`src/rtl/uart_fifo_pkg.sv`:
```
// Shared UART buffer constants, used by both the receive and transmit side FIFOs.
package uart_fifo_pkg;

  localparam int UART_WIDTH         = 8;
  localparam int DEFAULT_FIFO_DEPTH = 16;

endpackage

```
`src/rtl/uart_fifo_mem.sv`:
```
// Byte storage for the UART FIFOs: registered write port, combinational read port.
// No reset. Contents are only observed through an occupied slot.
module uart_fifo_mem
  import uart_fifo_pkg::*;
#(
  parameter int DEPTH = DEFAULT_FIFO_DEPTH,
  parameter int WIDTH = UART_WIDTH,
  parameter int AW    = $clog2(DEPTH)
) (
  input  logic             clk,
  input  logic             wrEn,
  input  logic [AW-1:0]    wrAddr,
  input  logic [WIDTH-1:0] wrData,
  input  logic [AW-1:0]    rdAddr,
  output logic [WIDTH-1:0] rdData
);

  logic [DEPTH-1:0][WIDTH-1:0] mem;

  // Write one entry per accepted byte.
  always_ff @(posedge clk) begin
    if (wrEn) mem[wrAddr] <= wrData;
  end

  assign rdData = mem[rdAddr];

endmodule

```
`src/rtl/uart_rx_fifo.sv`:
```
// Receive-side byte buffer behind the Uart8 receiver.
// Good bytes go into a first-word-fall-through FIFO.
// Overflow and framing errors are kept as sticky flags.
// Optional: define UART_RX_FIFO_ERR_COUNT_EN to add the saturating errCount output.
module uart_rx_fifo
  import uart_fifo_pkg::*;
#(
  parameter  int DEPTH = DEFAULT_FIFO_DEPTH,  // power of 2, >= 2
  parameter  int WIDTH = UART_WIDTH,
  localparam int PTR_W = $clog2(DEPTH)
) (
  input  logic             clk,
  input  logic             reset,
  input  logic             rxDone,
  input  logic             rxErr,
  input  logic [WIDTH-1:0] rxByte,
  input  logic             rdEn,
  output logic [WIDTH-1:0] rdData,
  output logic             empty,
  output logic             full,
  output logic [PTR_W:0]   count,
  output logic             overflow,
  output logic             frameErr,
`ifdef UART_RX_FIFO_ERR_COUNT_EN
  output logic [7:0]       errCount,
`endif
  input  logic             clrFlags
);

  localparam logic [PTR_W:0] FULL_CNT = DEPTH[PTR_W:0];

  logic             doneQ, errQ, armed;
  logic [PTR_W-1:0] wrPtr, rdPtr;
  logic [WIDTH-1:0] memRd;
  logic             wrReq, errEdge, rdAcc, wrAcc, dropFull, ferrSet;

  // armed is low for the first clock after reset release. While it is low,
  // doneQ/errQ pick up the receiver's current levels without producing an edge.
  // A byte still held on rxDone across reset is therefore not written twice.
  assign wrReq    = armed & rxDone & ~doneQ;
  assign errEdge  = armed & rxErr  & ~errQ;
  assign rdAcc    = rdEn & ~empty;
  // A full FIFO still accepts a write when a read frees the head slot in the same cycle.
  assign wrAcc    = wrReq & ~rxErr & (~full | rdAcc);
  assign dropFull = wrReq & ~rxErr & full & ~rdAcc;
  // A byte that arrives with rxErr set is discarded.
  // It flags an error even when rxErr was already high (no edge).
  assign ferrSet  = errEdge | (wrReq & rxErr);

  assign empty  = (count == '0);
  assign full   = (count == FULL_CNT);
  assign rdData = empty ? '0 : memRd;

  uart_fifo_mem #(.DEPTH(DEPTH), .WIDTH(WIDTH), .AW(PTR_W)) uMem (
    .clk    (clk),
    .wrEn   (wrAcc),
    .wrAddr (wrPtr),
    .wrData (rxByte),
    .rdAddr (rdPtr),
    .rdData (memRd)
  );

  // Edge-detect registers and the post-reset arming flag.
  always_ff @(posedge clk or posedge reset) begin
    if (reset) begin
      doneQ <= 1'b0;
      errQ  <= 1'b0;
      armed <= 1'b0;
    end else begin
      doneQ <= rxDone;
      errQ  <= rxErr;
      armed <= 1'b1;
    end
  end

  // Pointers wrap naturally because DEPTH is a power of two.
  always_ff @(posedge clk or posedge reset) begin
    if (reset) begin
      wrPtr <= '0;
      rdPtr <= '0;
    end else begin
      if (wrAcc) wrPtr <= wrPtr + 1'b1;
      if (rdAcc) rdPtr <= rdPtr + 1'b1;
    end
  end

  // Occupancy: unchanged when a write and a read coincide.
  always_ff @(posedge clk or posedge reset) begin
    if (reset) begin
      count <= '0;
    end else begin
      unique case ({wrAcc, rdAcc})
        2'b10:   count <= count + 1'b1;
        2'b01:   count <= count - 1'b1;
        default: count <= count;
      endcase
    end
  end

  // Sticky flags. A set event beats clrFlags in the same cycle, so no event is lost.
  always_ff @(posedge clk or posedge reset) begin
    if (reset) begin
      overflow <= 1'b0;
      frameErr <= 1'b0;
    end else begin
      if (dropFull)      overflow <= 1'b1;
      else if (clrFlags) overflow <= 1'b0;
      if (ferrSet)       frameErr <= 1'b1;
      else if (clrFlags) frameErr <= 1'b0;
    end
  end

`ifdef UART_RX_FIFO_ERR_COUNT_EN
  logic errEvent;
  // errEdge requires rxErr=1 and dropFull requires rxErr=0.
  // The two events never coincide, so a single increment per cycle is enough.
  assign errEvent = errEdge | dropFull;

  // Saturating error counter. clrFlags restarts it at 1 if an event lands on the clear.
  always_ff @(posedge clk or posedge reset) begin
    if (reset)                              errCount <= 8'd0;
    else if (clrFlags)                      errCount <= errEvent ? 8'd1 : 8'd0;
    else if (errEvent && errCount != 8'hFF) errCount <= errCount + 8'd1;
  end
`endif

endmodule

```
`config.mk`:
```
export PLATFORM = sky130hd
export DESIGN_NAME = uart_rx_fifo
export DESIGN_NICKNAME = d
export VERILOG_FILES = /design/src/rtl/uart_fifo_pkg.sv /design/src/rtl/uart_fifo_mem.sv /design/src/rtl/uart_rx_fifo.sv
export SDC_FILE = /design/constraint.sdc
export NUM_CORES = 1
export LEC_CHECK = 0
export ABC_AREA = 1
export CORE_ASPECT_RATIO = 2
export CORE_MARGIN = 8
export CORE_UTILIZATION = 32
export DETAILED_ROUTE_END_ITERATION = 10
export GPL_ROUTABILITY_DRIVEN = 0
export GPL_TIMING_DRIVEN = 0
export PLACE_DENSITY_LB_ADDON = 0.12
export SYNTH_ARGS = -nofsm -noshare
export SYNTH_HDL_FRONTEND = slang
export SYNTH_SLANG_ARGS = --single-unit
```
`constraint.sdc`:
```
create_clock -name clk -period 2.2 [get_ports clk]
set_input_delay 0.22 -clock clk [delete_from_list [all_inputs] [get_ports clk]]
set_output_delay 0.22 -clock clk [all_outputs]
set_load 0.005 [all_outputs]
```
==> metrics.txt, run 1 <==
# TYPE chip_impl_metric gauge
chip_impl_info{name="status",value="finished, violations left"} 1
chip_impl_info{name="failed_checks",value="negative setup slack"} 1
chip_impl_metric{name="final_period_minus_worst_setup_slack",unit="ns"} 2.373
chip_impl_metric{name="finalNetCount",unit=""} 580
chip_impl_metric{name="synth_cells",unit=""} 491
chip_impl_metric{name="worst-r2r-cell-count",unit=""} 6
chip_impl_metric{name="global_route.usage.total",unit="%"} 16.36
chip_impl_metric{name="clock_latency",unit="ns"} 0.43
chip_impl_metric{name="synth_edf_count",unit=""} 128
chip_impl_info{name="grt_setup_unrepaired",value="yes"} 1
chip_impl_metric{name="worst-endpoint-arrival",unit="ns"} 2.15
chip_impl_metric{name="grt_pass1_wl",unit="mm"} 27.97
chip_impl_metric{name="p_sw",unit="mW"} 4.425
chip_impl_metric{name="cts_max_path_buffers",unit=""} 2
chip_impl_metric{name="std_cell_rows",unit=""} 71
chip_impl_metric{name="power.share.sequential",unit="%"} 29.8
chip_impl_metric{name="initial_core_util",unit="%"} 32.61
chip_impl_metric{name="grt_max_degree",unit=""} 19
chip_impl_metric{name="drt_first_iter_violations",unit=""} 269
chip_impl_info{name="critical_path.reg2reg.startpoint",value="armed"} 1
chip_impl_metric{name="finalSetupTns",unit="ns"} -0.7265
chip_impl_metric{name="syn_area_per_cell",unit="µm²"} 12.45
chip_impl_metric{name="layoutNonFillerInstCount",unit=""} 828
chip_impl_metric{name="grtUsageMet2",unit="%"} 32.07
chip_impl_metric{name="p_int",unit="mW"} 6.874
chip_impl_info{name="cpLargestDelayFamily",value="compound AO/OA/AOI/OAI gates"} 1
chip_impl_metric{name="synth_async_sr_flop_share",unit="%"} 12.33
chip_impl_metric{name="io_pins",unit=""} 31
chip_impl_metric{name="synth_cell_types",unit=""} 33
chip_impl_metric{name="route.detailed.wl_per_inst",unit="µm"} 22.84
chip_impl_metric{name="detailedPlacementHpwl",unit="mm"} 12.62
chip_impl_info{name="timing.critical_path.cells",value="buf_4 -> clkbuf_8 -> o21ai_0 -> o221ai_4 -> nand3_2 -> a21oi_2 -> buf_2"} 1
chip_impl_metric{name="post_route_clock_skew",unit="ns"} 0.006413
chip_impl_info{name="worst_r2r_endpoint",value="uMem.mem[3]"} 1
chip_impl_metric{name="regToRegSetupSlack",unit="ns"} 0.10
chip_impl_metric{name="placed_cells_incl_taps",unit=""} 776
chip_impl_metric{name="mappedNetlistArea",unit="µm²"} 6113
chip_impl_info{name="synth_ff_type",value="sky130_fd_sc_hd__edfxtp_1"} 1
chip_impl_metric{name="maxClockFrequency",unit="MHz"} 421.5
chip_impl_info{name="cp-end-kind",value="output pin"} 1
chip_impl_metric{name="overflow",unit=""} 0
chip_impl_metric{name="io_buffers",unit=""} 30
chip_impl_metric{name="cap_violations",unit=""} 0
chip_impl_metric{name="power_density_relative_to_cell_area",unit="nW/µm²"} 1374
chip_impl_metric{name="power_frac_comb",unit="%"} 46.1
chip_impl_metric{name="cell_count_along_the_critical_path",unit=""} 7
chip_impl_metric{name="leakage",unit="nW"} 2.802
chip_impl_info{name="clock-root-buffer",value="sky130_fd_sc_hd__clkbuf_16"} 1
chip_impl_metric{name="synth.yosys.warnings",unit=""} 0
chip_impl_info{name="critical_path.startpoint_type",value="register"} 1
chip_impl_metric{name="numCtsBuffers",unit=""} 17
chip_impl_metric{name="postLayoutSetupSlackWorst",unit="ns"} -0.1727
chip_impl_metric{name="antenna_left",unit=""} 0
chip_impl_metric{name="flow.area_growth_from_synthesis",unit="%"} 34.51
chip_impl_metric{name="hold_viol_final",unit=""} 0
chip_impl_metric{name="groute.layer.met1.usage",unit="%"} 15.91
chip_impl_metric{name="part_of_the_cycle_the_worst_path_needs",unit="%"} 107.8
chip_impl_metric{name="drtPass1Iterations",unit=""} 4
chip_impl_info{name="crit_slowest_cell",value="sky130_fd_sc_hd__dfrtp_2"} 1
chip_impl_metric{name="via_count",unit=""} 4209
chip_impl_metric{name="routed_wl",unit="mm"} 18.91
chip_impl_metric{name="maxSlewViolCount",unit=""} 0
chip_impl_metric{name="die_ar",unit="µm²"} 24050
chip_impl_metric{name="antenna_found_initial",unit=""} 0
chip_impl_metric{name="post_drt_via_cell_ratio",unit=""} 5.083
chip_impl_metric{name="synth-seq-cells",unit=""} 146
chip_impl_metric{name="die_height",unit="µm"} 211.5
chip_impl_metric{name="htreeDepth",unit=""} 4
chip_impl_metric{name="core_area",unit="µm²"} 18740
chip_impl_metric{name="path_buf_inv",unit=""} 3
chip_impl_metric{name="first_global_vias",unit=""} 4408
chip_impl_metric{name="slew-limit-headroom",unit="%"} 48.04
chip_impl_metric{name="netSwitchingFraction",unit="%"} 39.16
chip_impl_metric{name="cpPeakStageDelay",unit="ns"} 0.48
chip_impl_metric{name="antenna_cells_inserted",unit=""} 0
chip_impl_info{name="cts_tree",value="built"} 1
chip_impl_metric{name="mappedNetlistNets",unit=""} 511
chip_impl_metric{name="setup-violations-final",unit=""} 8
chip_impl_metric{name="chipWidth",unit="µm"} 113.7
chip_impl_metric{name="clkSinkCount",unit=""} 146
chip_impl_metric{name="post_cts_hold_buffer_count",unit=""} 0
chip_impl_metric{name="seq_area_frac_synth",unit="%"} 70.24
chip_impl_info{name="worst-setup-path-type",value="reg2out"} 1
chip_impl_metric{name="clkPwrFrac",unit="%"} 24.1
chip_impl_metric{name="final_layout_size_suffix_gt1_share",unit="%"} 33.16
chip_impl_info{name="grt_most_used_layer",value="met2"} 1
chip_impl_info{name="min-delay-path-class",value="in2async"} 1
chip_impl_metric{name="irDropWorstVdd",unit="µV"} 590.4
chip_impl_metric{name="crit_fanout",unit=""} 10
chip_impl_metric{name="groute.layer.met3.usage",unit="%"} 2.939
chip_impl_metric{name="worst_ep_required_time",unit="ns"} 1.98
chip_impl_metric{name="detail_route.drc_violations",unit=""} 0
chip_impl_metric{name="finalHoldWorstSlack",unit="ns"} 0.2388
chip_impl_metric{name="worst_slew_pin_slew",unit="ns"} 0.7785
chip_impl_metric{name="clock_input_transition_at_the_sequential_cells_of_the_worst_setup_and_hold_paths",unit="ns"} 0.06
==> cell usage after synthesis (5+ instances only) <==
library cell / instances / area share [%]
sky130_fd_sc_hd__o22ai_1: 9 / 0.92
sky130_fd_sc_hd__dfrtp_1: 18 / 7.4
sky130_fd_sc_hd__a21oi_1: 8 / 0.65
sky130_fd_sc_hd__inv_1: 21 / 1.3
sky130_fd_sc_hd__nand4_1: 6 / 0.61
sky130_fd_sc_hd__buf_2: 7 / 0.57
sky130_fd_sc_hd__o21ai_1: 6 / 0.49
sky130_fd_sc_hd__inv_2: 5 / 0.31
sky130_fd_sc_hd__xor2_1: 8 / 1.1
sky130_fd_sc_hd__nor2_1: 89 / 5.5
sky130_fd_sc_hd__clkbuf_1: 9 / 0.55
sky130_fd_sc_hd__nand3_1: 18 / 1.5
sky130_fd_sc_hd__edfxtp_1: 128 / 63
sky130_fd_sc_hd__nand2_1: 31 / 1.9
sky130_fd_sc_hd__o21ai_0: 68 / 5.6
sky130_fd_sc_hd__nand2_2: 5 / 0.51
sky130_fd_sc_hd__o221ai_1: 24 / 3.4
sky130_fd_sc_hd__ha_1: 6 / 1.2
==> flip-flops by register name (all words and copies together) (netlist names) <==
register,count
armed,1
doneQ,1
uMem.mem,128
frameErr,1
count,5
errQ,1
rdPtr,4
wrPtr,4
overflow,1
==> power groups by stage <==
stage / clock, mW / sequential (mW) / combinational, mW
after floorplan: 0 / 3.35 / 1.98
after global placement: 0 / 3.40 / 3.54
after detailed placement: 0 / 3.41 / 3.54
after CTS: 2.74 / 3.35 / 4.95
after global routing: 2.85 / 3.40 / 5.57
final: 2.72 / 3.37 / 5.21
==> layout make-up <==
cell class / count / area (µm²)
clock inverters: 13 / 102.6
flip-flops and latches: 146 / 4298
fillers: 1728 / 10520
well taps: 255 / 319.1
plain buffers: 24 / 275.3
repair buffers: 50 / 558.0
inverters: 28 / 130.1
clock buffers: 19 / 452.9
multi-input cells: 293 / 2087
==> repair_timing <==
item	CTS	global route
buffers inserted	10	5
endpoints found under the setup margin	137	99
gates resized for setup	175	63
cloned	7	0
pin swaps	35	29
==> logic make-up after synthesis <==
logic type | Yosys count | share of synthesized area, %
buffers and inverters | 52 | 4.011
and+or+nand+nor | 160 | 11.65
adders and majority gates | 6 | 1.228
xor gates and xnor gates | 8 | 1.146
AOI/OAI and AO/OA | 118 | 11.67
DFF | 146 | 70.24
other | 1 | 0.06134
==> cells in the final DEF (no fill, tap or decap), types with 3 or more instances in the layout <==
cell type                         instances
sky130_fd_sc_hd__clkbuf_8                 5
sky130_fd_sc_hd__buf_2                   11
sky130_fd_sc_hd__o221ai_1                 6
sky130_fd_sc_hd__o21ai_2                 12
sky130_fd_sc_hd__o21ai_1                 20
sky130_fd_sc_hd__o221ai_4                 5
sky130_fd_sc_hd__buf_6                    7
sky130_fd_sc_hd__o22ai_2                  7
sky130_fd_sc_hd__inv_1                   20
sky130_fd_sc_hd__o22ai_1                  3
sky130_fd_sc_hd__clkinv_4                 5
sky130_fd_sc_hd__o21ai_0                 41
sky130_fd_sc_hd__clkbuf_16               17
sky130_fd_sc_hd__edfxtp_1               128
sky130_fd_sc_hd__inv_6                    4
sky130_fd_sc_hd__nand2_1                 31
sky130_fd_sc_hd__nor2_1                  62
sky130_fd_sc_hd__a21oi_2                  8
sky130_fd_sc_hd__nand3_1                 12
sky130_fd_sc_hd__clkinvlp_4               3
sky130_fd_sc_hd__o221ai_2                13
sky130_fd_sc_hd__xor2_1                   8
sky130_fd_sc_hd__nand3_2                  7
sky130_fd_sc_hd__nor2_4                  21
sky130_fd_sc_hd__dfrtp_1                 15
sky130_fd_sc_hd__nor2_2                  10
sky130_fd_sc_hd__clkbuf_4                 5
sky130_fd_sc_hd__clkdlybuf4s50_1         22
sky130_fd_sc_hd__buf_4                    9
sky130_fd_sc_hd__buf_16                   5
sky130_fd_sc_hd__inv_2                    5
sky130_fd_sc_hd__nand2_2                  5
sky130_fd_sc_hd__dfrtp_2                  3
sky130_fd_sc_hd__nand4_1                  6
sky130_fd_sc_hd__ha_1                     6
sky130_fd_sc_hd__buf_12                   5
sky130_fd_sc_hd__buf_8                    6
==> metal layers <==
layer | part of all wire [%] | vias to the layer above
met4 | 3.2 | 0
met1 | 35 | 2150
met5 | 0 | -
li1 | - | 1925
met3 | 3.4 | 31
met2 | 59 | 103
==> worst max-delay path by stage <==
stage | endpoint | from | slack [ns]
after floorplan | uMem.mem[24] | count[0] | 0.23
after global placement | uMem.mem[95] | rxDone | -0.92
after detailed placement | rdData[0] | rdPtr[1] | -0.79
after CTS | uMem.mem[7] | count[0] | -0.26
after global routing | rdData[0] | rdPtr[1] | -0.19
final | rdData[0] | rdPtr[1] | -0.17
==> per-stage QoR <==
stage | instance area [µm²] | setup WS (ns) | power (mW) | utilization [%]
6_report | 8223 | -0.1727 | 11.30 | 43.87
5_1_grt | 8223 | -0.1893 | 11.82 | 43.87
4_1_cts | 8004 | -0.2573 | 11.05 | 42.70
3_5_place_dp | 6743 | -0.7855 | 6.950 | 35.97
3_3_place_gp | 6733 | -0.9181 | 6.942 | 35.92
2_1_floorplan | 6113 | 0.2344 | 5.337 | -
Power figures use the tool's default switching activity.
==> inputs of run 2 (changes only) <==
- CORE_MARGIN: 8 -> default
- PLACE_DENSITY: default -> 0.45
- PLACE_DENSITY_LB_ADDON: 0.12 -> default
==> run 2 against run 1 <==
Effect of this change:
- the run still ends with negative setup slack left
- critical path type unchanged
- wire length decreased by 2.1%
- clock skew increased by 0.0021 ns
- highest routed layer unchanged
- design area decreased by 1.9%
- largest power group unchanged
- critical endpoint is now rdData[3]
==> metrics.txt, run 2 (synthesis results as in run 1) <==
# TYPE chip_impl_metric gauge
chip_impl_metric{name="flow.area_growth_from_synthesis",unit="%"} 31.97
chip_impl_info{name="cts_tree",value="built"} 1
chip_impl_info{name="critical_path.startpoint_type",value="register"} 1
chip_impl_metric{name="worst_ep_required_time",unit="ns"} 1.98
chip_impl_metric{name="finalNetCount",unit=""} 576
chip_impl_metric{name="clock_input_transition_at_the_sequential_cells_of_the_worst_setup_and_hold_paths",unit="ns"} 0.06
chip_impl_metric{name="slew-limit-headroom",unit="%"} 46.15
chip_impl_info{name="cpMostUsedCell",value="sky130_fd_sc_hd__buf_12"} 1
chip_impl_metric{name="std_cell_rows",unit=""} 71
chip_impl_metric{name="power_frac_comb",unit="%"} 44.5
chip_impl_metric{name="numCtsBuffers",unit=""} 17
chip_impl_metric{name="postLayoutSetupSlackWorst",unit="ns"} -0.1643
chip_impl_metric{name="fillCellCount",unit=""} 1727
chip_impl_metric{name="power.share.sequential",unit="%"} 30.6
chip_impl_metric{name="grt_max_degree",unit=""} 19
chip_impl_metric{name="final_period_minus_worst_setup_slack",unit="ns"} 2.364
chip_impl_metric{name="htreeDepth",unit=""} 4
chip_impl_metric{name="drt_first_iter_violations",unit=""} 219
chip_impl_metric{name="cpPeakStageDelay",unit="ns"} 0.42
chip_impl_metric{name="post_drt_via_cell_ratio",unit=""} 5.133
chip_impl_info{name="failed_checks",value="negative setup slack"} 1
chip_impl_metric{name="clkPwrFrac",unit="%"} 24.8
chip_impl_info{name="crit_slowest_cell",value="sky130_fd_sc_hd__dfrtp_1"} 1
chip_impl_metric{name="post_cts_hold_buffer_count",unit=""} 0
chip_impl_metric{name="cap_violations",unit=""} 0
chip_impl_metric{name="initial_core_util",unit="%"} 32.61
chip_impl_metric{name="route.detailed.wl_per_inst",unit="µm"} 22.48
chip_impl_metric{name="maxSlewViolCount",unit=""} 0
chip_impl_info{name="status",value="finished, violations left"} 1
chip_impl_metric{name="routed_wl",unit="mm"} 18.53
chip_impl_metric{name="antenna_found_initial",unit=""} 0
chip_impl_metric{name="finalHoldWorstSlack",unit="ns"} 0.2577
chip_impl_metric{name="grt_pass1_wl",unit="mm"} 27.04
chip_impl_metric{name="hold_viol_final",unit=""} 0
chip_impl_metric{name="post_route_clock_skew",unit="ns"} 0.008528
chip_impl_metric{name="detailedPlacementHpwl",unit="mm"} 12.29
chip_impl_metric{name="final_layout_size_suffix_gt1_share",unit="%"} 32.16
chip_impl_metric{name="power_density_relative_to_cell_area",unit="nW/µm²"} 1367
chip_impl_info{name="worst-setup-path-type",value="reg2out"} 1
chip_impl_metric{name="antenna_left",unit=""} 0
chip_impl_metric{name="drtPass1Iterations",unit=""} 6
chip_impl_metric{name="maxClockFrequency",unit="MHz"} 423.0
chip_impl_metric{name="first_global_vias",unit=""} 4359
chip_impl_metric{name="netSwitchingFraction",unit="%"} 38.51
chip_impl_metric{name="total_area_of_multi_input_combinational_cells",unit="µm²"} 2019
chip_impl_metric{name="detail_route.drc_violations",unit=""} 0
chip_impl_metric{name="worst_slew_pin_slew",unit="ns"} 0.8069
chip_impl_info{name="clock-root-buffer",value="sky130_fd_sc_hd__clkbuf_16"} 1
chip_impl_metric{name="overflow",unit=""} 0
chip_impl_metric{name="die_ar",unit="µm²"} 19690
chip_impl_metric{name="irDropWorstVdd",unit="µV"} 711.0
chip_impl_metric{name="io_pins",unit=""} 31
chip_impl_metric{name="preCtsSetupSlack",unit="ns"} -0.6244
chip_impl_metric{name="clock_latency",unit="ns"} 0.42
chip_impl_metric{name="via_count",unit=""} 4230
chip_impl_info{name="timing.critical_path.cells",value="buf_6 -> inv_8 -> buf_12 -> buf_12 -> o21ai_4 -> o221ai_2 -> nand3_2 -> a21oi_2 -> buf_2"} 1
chip_impl_metric{name="chipWidth",unit="µm"} 99.74
chip_impl_metric{name="setup-violations-final",unit=""} 8
chip_impl_metric{name="number_of_flip_flops_in_the_largest_register",unit=""} 128
chip_impl_info{name="regMostFlops",value="uMem.mem"} 1
chip_impl_metric{name="worst-endpoint-arrival",unit="ns"} 2.14
chip_impl_info{name="grt_setup_unrepaired",value="yes"} 1
chip_impl_metric{name="antenna_cells_inserted",unit=""} 0
chip_impl_info{name="min-delay-path-class",value="in2async"} 1
chip_impl_info{name="layout.cells.most_common",value="sky130_fd_sc_hd__edfxtp_1"} 1
chip_impl_metric{name="p_int",unit="mW"} 6.782
chip_impl_metric{name="regArea",unit="µm²"} 4297
chip_impl_info{name="largestRegisters",value="uMem.mem: 128 flops, count: 5 flops"} 1
chip_impl_metric{name="global_route.usage.total",unit="%"} 19.82
chip_impl_info{name="layout_common_cells",value="sky130_fd_sc_hd__edfxtp_1, sky130_fd_sc_hd__nor2_1, sky130_fd_sc_hd__o21ai_0"} 1
chip_impl_metric{name="cts_max_path_buffers",unit=""} 2
chip_impl_metric{name="p_sw",unit="mW"} 4.247
chip_impl_metric{name="crit_fanout",unit=""} 8
chip_impl_metric{name="part_of_the_cycle_the_worst_path_needs",unit="%"} 107.5
chip_impl_info{name="cp-end-kind",value="output pin"} 1
chip_impl_metric{name="core_area",unit="µm²"} 18740
chip_impl_metric{name="leakage",unit="nW"} 2.753
chip_impl_metric{name="clkSinkCount",unit=""} 146
chip_impl_metric{name="die_height",unit="µm"} 197.5
chip_impl_metric{name="io_buffers",unit=""} 30
## run 2: changes by cell type in the layout (fill, tap and decap cells not counted), sizes merged
cell      delta
buf          -5
inv          -4
bufinv       +1
clkinv       -1
clkbuf       +4
clkinvlp     +1
## run 2: power groups by stage
stage | Clock (mW) | Sequential (mW) | Combinational (mW)
after CTS | 2.77 | 3.37 | 4.67
after detailed placement | 0 | 3.41 | 3.53
after global placement | 0 | 3.41 | 3.49
final | 2.74 | 3.38 | 4.91
after floorplan | 0 | 3.35 | 1.98
after global routing | 2.87 | 3.40 | 5.23
## run 2: worst max-delay path: cells and delay by family, from the launching register on
kind	cells	cell delay, ns
buffers and inverters	5	0.67
flip-flops	1	0.42
AO/OA/AOI/OAI	3	0.47
AND/OR/NAND/NOR	1	0.16
## run 2: what timing repair did
action	4_1_cts	5_1_grt
resized for setup	168	38
buffers inserted	11	0
pin swaps	39	25
gates cloned	4	2
setup endpoints to repair	122	99
## run 2: path summary, 6_finish.rpt
| kind | from | to | slack [ns] | depth (start not counted) |
|---|---|---|---|---|
| max | rdPtr[0] | rdData[3] | -0.16 | 9 |
| min | reset | errQ | 0.26 | 2 |
| max reg2reg | count[1] | uMem.mem[8] | 0.09 | 6 |
| min reg2reg | count[4] | count[4] | 0.52 | 2 |
| max in group asynchronous | reset | rdPtr[1] | 1.38 | 2 |
| min in group clk | rxDone | doneQ | 0.27 | 1 |
## run 2: layout make-up
type | count | share of cell area, %
flip-flops and latches | 146 | 53.26
multi-input cells | 293 | 25.03
repair buffers | 46 | 6.110
clock buffers | 22 | 5.878
well taps | 255 | 3.955
plain buffers | 24 | 3.164
inverters | 28 | 1.551
clock inverters | 10 | 1.055
## run 2: through the flow
stage          utilization (%)  cell area [µm²]  total power [mW]  setup TNS (ns)  cells
2_1_floorplan                -             6113             5.337               0    491
3_3_place_gp             35.92             6733             6.902          -69.66    776
3_5_place_dp             36.03             6754             6.940          -60.12    777
4_1_cts                  42.19             7909             10.80          -7.940    824
5_1_grt                  43.04             8068             11.51          -1.924    824
6_report                 43.04             8068             11.03          -1.119    824
## run 2: metal layers
layer  track usage, %  wire length (µm)  vias to the layer above
met5                0                 0                        -
met3            3.574               585                       42
met1            20.51              6658                     2136
met2            36.60             10210                      128
met4            11.49              1071                        0
li1                 -                 -                     1924
==> inputs of run 3 (changes only) <==
- CORE_ASPECT_RATIO: 2 -> 1.1
- HOLD_SLACK_MARGIN: default -> 0.03
==> run 3 against run 2 <==
Effect of this change:
- the run still ends with negative setup slack left
- combinational power decreased by 7.7%
- wire length decreased by 7.6%
- setup slack improved by 0.0036 ns
- global-route usage decreased by 1.6 points
- design area decreased by 0.50%
- via count decreased by 3.2%
- power decreased by 0.41%
- final cell count decreased by 1.6%
- largest cell class unchanged
- highest routed layer unchanged
==> metrics.txt, run 3 (synthesis results as in run 1) <==
# TYPE chip_impl_metric gauge
chip_impl_metric{name="final_layout_size_suffix_gt1_share",unit="%"} 27.82
chip_impl_info{name="min-delay-path-class",value="in2async"} 1
chip_impl_info{name="clock-root-buffer",value="sky130_fd_sc_hd__clkbuf_16"} 1
chip_impl_metric{name="initial_core_util",unit="%"} 32.97
chip_impl_metric{name="crit_fanout",unit=""} 7
chip_impl_metric{name="detail_route.drc_violations",unit=""} 0
chip_impl_metric{name="antenna_cells_inserted",unit=""} 0
chip_impl_metric{name="core_area",unit="µm²"} 18540
chip_impl_metric{name="via_count",unit=""} 4094
chip_impl_metric{name="flow.area_growth_from_synthesis",unit="%"} 31.31
chip_impl_metric{name="routed_wl",unit="mm"} 17.11
chip_impl_metric{name="cpPeakStageDelay",unit="ns"} 0.43
chip_impl_info{name="status",value="finished, violations left"} 1
chip_impl_metric{name="hold_viol_final",unit=""} 0
chip_impl_metric{name="route.detailed.wl_per_inst",unit="µm"} 21.10
chip_impl_metric{name="clock_input_transition_at_the_sequential_cells_of_the_worst_setup_and_hold_paths",unit="ns"} 0.06
chip_impl_info{name="grt_setup_unrepaired",value="yes"} 1
chip_impl_metric{name="std_cell_rows",unit=""} 52
chip_impl_info{name="layout_common_cells",value="sky130_fd_sc_hd__edfxtp_1, sky130_fd_sc_hd__nor2_1, sky130_fd_sc_hd__o21ai_0"} 1
chip_impl_info{name="critical_path.startpoint_type",value="register"} 1
chip_impl_metric{name="worst_slew_pin_slew",unit="ns"} 0.7527
chip_impl_metric{name="path_buf_inv",unit=""} 5
chip_impl_metric{name="io_buffers",unit=""} 30
chip_impl_metric{name="post_route_clock_skew",unit="ns"} 0.01322
chip_impl_metric{name="irDropWorstVdd",unit="µV"} 630.4
chip_impl_info{name="crit_slowest_cell",value="sky130_fd_sc_hd__dfrtp_1"} 1
chip_impl_metric{name="leakage",unit="nW"} 2.743
chip_impl_metric{name="maxSlewViolCount",unit=""} 0
chip_impl_metric{name="htreeDepth",unit=""} 4
chip_impl_metric{name="slew-limit-headroom",unit="%"} 49.77
chip_impl_metric{name="numCtsBuffers",unit=""} 17
chip_impl_metric{name="finalNetCount",unit=""} 575
chip_impl_metric{name="first_global_vias",unit=""} 4167
chip_impl_metric{name="worst_ep_required_time",unit="ns"} 1.98
chip_impl_info{name="cpMostUsedCell",value="sky130_fd_sc_hd__buf_12"} 1
chip_impl_metric{name="drtPass1Iterations",unit=""} 4
chip_impl_metric{name="setup-violations-final",unit=""} 8
chip_impl_info{name="regMostFlops",value="uMem.mem"} 1
chip_impl_metric{name="antenna_found_initial",unit=""} 0
chip_impl_info{name="worst-setup-path-type",value="reg2out"} 1
chip_impl_metric{name="post_cts_hold_buffer_count",unit=""} 0
chip_impl_info{name="layout.cells.most_common",value="sky130_fd_sc_hd__edfxtp_1"} 1
chip_impl_metric{name="fin_util",unit="%"} 43.29
chip_impl_metric{name="chipWidth",unit="µm"} 133.8
chip_impl_metric{name="io_pins",unit=""} 31
chip_impl_metric{name="final_period_minus_worst_setup_slack",unit="ns"} 2.361
chip_impl_metric{name="finalHoldWorstSlack",unit="ns"} 0.2248
chip_impl_info{name="cpLargestDelayFamily",value="buffers and inverters"} 1
chip_impl_info{name="cts_tree",value="built"} 1
chip_impl_metric{name="detailedPlacementHpwl",unit="mm"} 10.82
chip_impl_metric{name="grt_max_degree",unit=""} 19
chip_impl_metric{name="postLayoutSetupSlackWorst",unit="ns"} -0.1607
chip_impl_metric{name="power_density_relative_to_cell_area",unit="nW/µm²"} 1368
chip_impl_metric{name="number_of_flip_flops_in_the_largest_register",unit=""} 128
chip_impl_metric{name="global_route.usage.total",unit="%"} 18.17
chip_impl_metric{name="cap_violations",unit=""} 0
chip_impl_metric{name="worst-endpoint-arrival",unit="ns"} 2.14
chip_impl_metric{name="overflow",unit=""} 0
chip_impl_info{name="timing.critical_path.cells",value="buf_6 -> inv_8 -> buf_12 -> buf_12 -> nor2_1 -> o221ai_4 -> nand3_2 -> a21oi_2 -> buf_2"} 1
chip_impl_info{name="largestRegisters",value="uMem.mem: 128 flops, count: 5 flops"} 1
chip_impl_metric{name="post_drt_via_cell_ratio",unit=""} 5.048
chip_impl_info{name="cp-end-kind",value="output pin"} 1
chip_impl_metric{name="drt_first_iter_violations",unit=""} 325
chip_impl_metric{name="maxClockFrequency",unit="MHz"} 423.6
chip_impl_metric{name="part_of_the_cycle_the_worst_path_needs",unit="%"} 107.3
chip_impl_metric{name="grt_pass1_wl",unit="mm"} 25.41
chip_impl_metric{name="antenna_left",unit=""} 0
chip_impl_metric{name="die_height",unit="µm"} 147.0
chip_impl_metric{name="clkSinkCount",unit=""} 146
chip_impl_metric{name="power",unit="mW"} 10.98
chip_impl_metric{name="cts_max_path_buffers",unit=""} 2
chip_impl_metric{name="die_ar",unit="µm²"} 19660
chip_impl_metric{name="clock_latency",unit="ns"} 0.43
chip_impl_info{name="failed_checks",value="negative setup slack"} 1
run 3: layout make-up:
| class | instances | area, µm² |
|---|---|---|
| buffer | 24 | 245.2 |
| clock buffer | 20 | 456.7 |
| clock inverter | 12 | 180.2 |
| fill | 1711 | 10520 |
| inverter | 28 | 126.4 |
| multi-input combinational | 293 | 1963 |
| sequential | 146 | 4297 |
| tap | 243 | 304.0 |
| timing repair buffer | 45 | 455.4 |
run 3: routing by layer:
metal,vias to the layer above,GRT usage [%],routed length [µm]
met2,80,29.43,8635
met1,2063,23.29,7545
li1,1931,-,-
met5,-,0,0
met4,0,7.727,340
met3,20,4.175,590
run 3: through the flow:
| step | cells | setup WS, ns | cell area, µm² | setup TNS, ns |
|---|---|---|---|---|
| 4_1_cts | 805 | -0.2097 | 7689 | -1.454 |
| 6_report | 811 | -0.1607 | 8028 | -0.9563 |
| 3_3_place_gp | 764 | -0.8703 | 6718 | -66.40 |
| 3_5_place_dp | 764 | -0.6958 | 6728 | -63.86 |
| 5_1_grt | 811 | -0.2318 | 8028 | -1.669 |
| 2_1_floorplan | 491 | 0.2344 | 6113 | 0 |
run 3: worst register-to-register path: cells and delay by family, from the launching register on:
family	cells	cell delay [ns]
compound gates	1	0.31
buf+inv	1	0.05
flops	1	0.34
simple gates	4	1.01
run 3: final timing paths:
kind	cells past startpoint	end	from	slack (ns)
setup / recovery	9	rdData[3]	rdPtr[0]	-0.16
hold / removal	2	overflow	reset	0.22
setup reg to reg	6	uMem.mem[80]	armed	0.15
hold reg to reg	2	count[4]	count[4]	0.51
max in group asynchronous	2	count[0]	reset	1.45
min in group clk	1	doneQ	rxDone	0.27
run 3: power by group:
group,switching [mW],leakage (nW),internal (mW)
combinational,2.69,1.08,1.85
clock,1.12,0.295,1.96
sequential,0.200,1.36,3.17
total,4.00,2.74,6.98
run 3: what timing repair did:
item,CTS,global route
gates resized for setup,115,62
setup endpoints to repair,137,97
gates cloned,1,4
buffers inserted,8,3
pin swaps,23,31
==> variant, RTL diff (config.mk and constraints of run 2) <==
`DEFAULT_FIFO_DEPTH`: 16 -> 8.
--- a/src/rtl/uart_fifo_pkg.sv
+++ b/src/rtl/uart_fifo_pkg.sv
@@ -2,7 +2,7 @@
 package uart_fifo_pkg;
 
   localparam int UART_WIDTH         = 8;
-  localparam int DEFAULT_FIFO_DEPTH = 16;
+  localparam int DEFAULT_FIFO_DEPTH = 8;
 
 endpackage
 
Interface: changed (resized count); port bits go from 31 to 30. No check against the original RTL was run, so the function may have changed too.
==> variant against run 2 <==
  * Synthesized area shrank 44%
  * Power is 45% lower
  * Final cell count is 40% lower
  * Clock power decreased by 43%
  * Worst setup slack better by 0.24 ns
  * Wire length decreased by 52%
  * Cell area down 44%
  * Hold slack better by 0.0095 ns
  * Sequential cell count down 67
  * Largest power group unchanged
==> variant: results (changes against run 2) <==
metric;value;unit;change
status;complete, no violations;;
crit path DAT;1.91;ns;-0.23 ns
adder-cell share of the synthesized area;1.837;%;+0.61 points
Port-buffer cells;29;;-3.3%
Slowest-stage cell, CP;dfrtp_2;;
share of cells above drive strength 1;25.49;%;-6.7 points
Max-Slew Margin vs Limit;39.32;%;-6.8 points
Final min period;2.126;ns;-0.2379 ns
Worst Skew;0.004560;ns;-0.003968 ns
DR WL met2;5033;µm;-51%
mean routed wirelength per cell;17.82;µm;-21%
routed vias/inst;4.729;;-7.9%
Setup WS pre-CTS;-0.2600;ns;+0.3644 ns
xor/xnor cell area share of the yosys netlist;1.800;%;+0.65 points
Compound-Gate Fraction of Synth Area;10.03;%;-1.6 points
FF-to-FF path depth;14;;+8
crit path to;rdData[4];;
synth cell count leaders;64 x edfxtp_1, 58 x nor2_1, 28 x o21ai_1;;
Top Registers;uMem.mem (64), count (4);;
sequential cell area;2301;µm²;-46%
FILL cells;1028;;-40%
GR Util met2;32.21;%;-4.4 points
largest net degree at the start of global routing;16;;-3
FF-to-FF Start;count[0];;
CTS Buf Count;9;;-8
DP Wirelength;5898;µm;-52%
Max FO, Critical Path;6;;-2
EDFF count, synth;64;;-50%
met3 wire length;289;µm;-51%
first-pass GRT wire length;13710;µm;-49%
postcts setup bufs;13;;+2
largest cells by area after synthesis;edfxtp_1 56%, dfrtp_1 11%, nor2_1 6.4%, o21ai_1 4.1%, nand2_1 2.8%;;
FFs w/ async S/R, synth;18.99;%;+6.7 points
M3 GR Usage;3.885;%;+0.31 points
[variant: where the power goes]
group          total, µW  internal, µW  switching (µW)  leakage, µW
Clock               1560           983             576     0.000147
Sequential          1940          1750             197     0.000753
Combinational       2610          1260            1350     0.000815
Total               6110          3990            2120      0.00171
[variant: stage by stage]
| step | cells | TNS (ns) | total power [µW] |
|---|---|---|---|
| final | 494 | 0 | 6114 |
| after global routing | 494 | -0.06524 | 6522 |
| after CTS | 482 | 0 | 6053 |
| after detailed placement | 453 | -14.61 | 4172 |
| after global placement | 453 | -43.88 | 4135 |
| after floorplan | 287 | 0 | 3186 |
[variant: layout make-up]
| class | instances | share of cell area [%] |
|---|---|---|
| clock buffers | 9 | 4.975 |
| multi-input cells | 176 | 22.72 |
| inverters | 21 | 1.879 |
| well taps | 137 | 3.787 |
| clock inverters | 7 | 1.935 |
| flip-flops and latches | 79 | 50.83 |
| repair buffers | 55 | 11.06 |
| plain buffers | 10 | 2.819 |
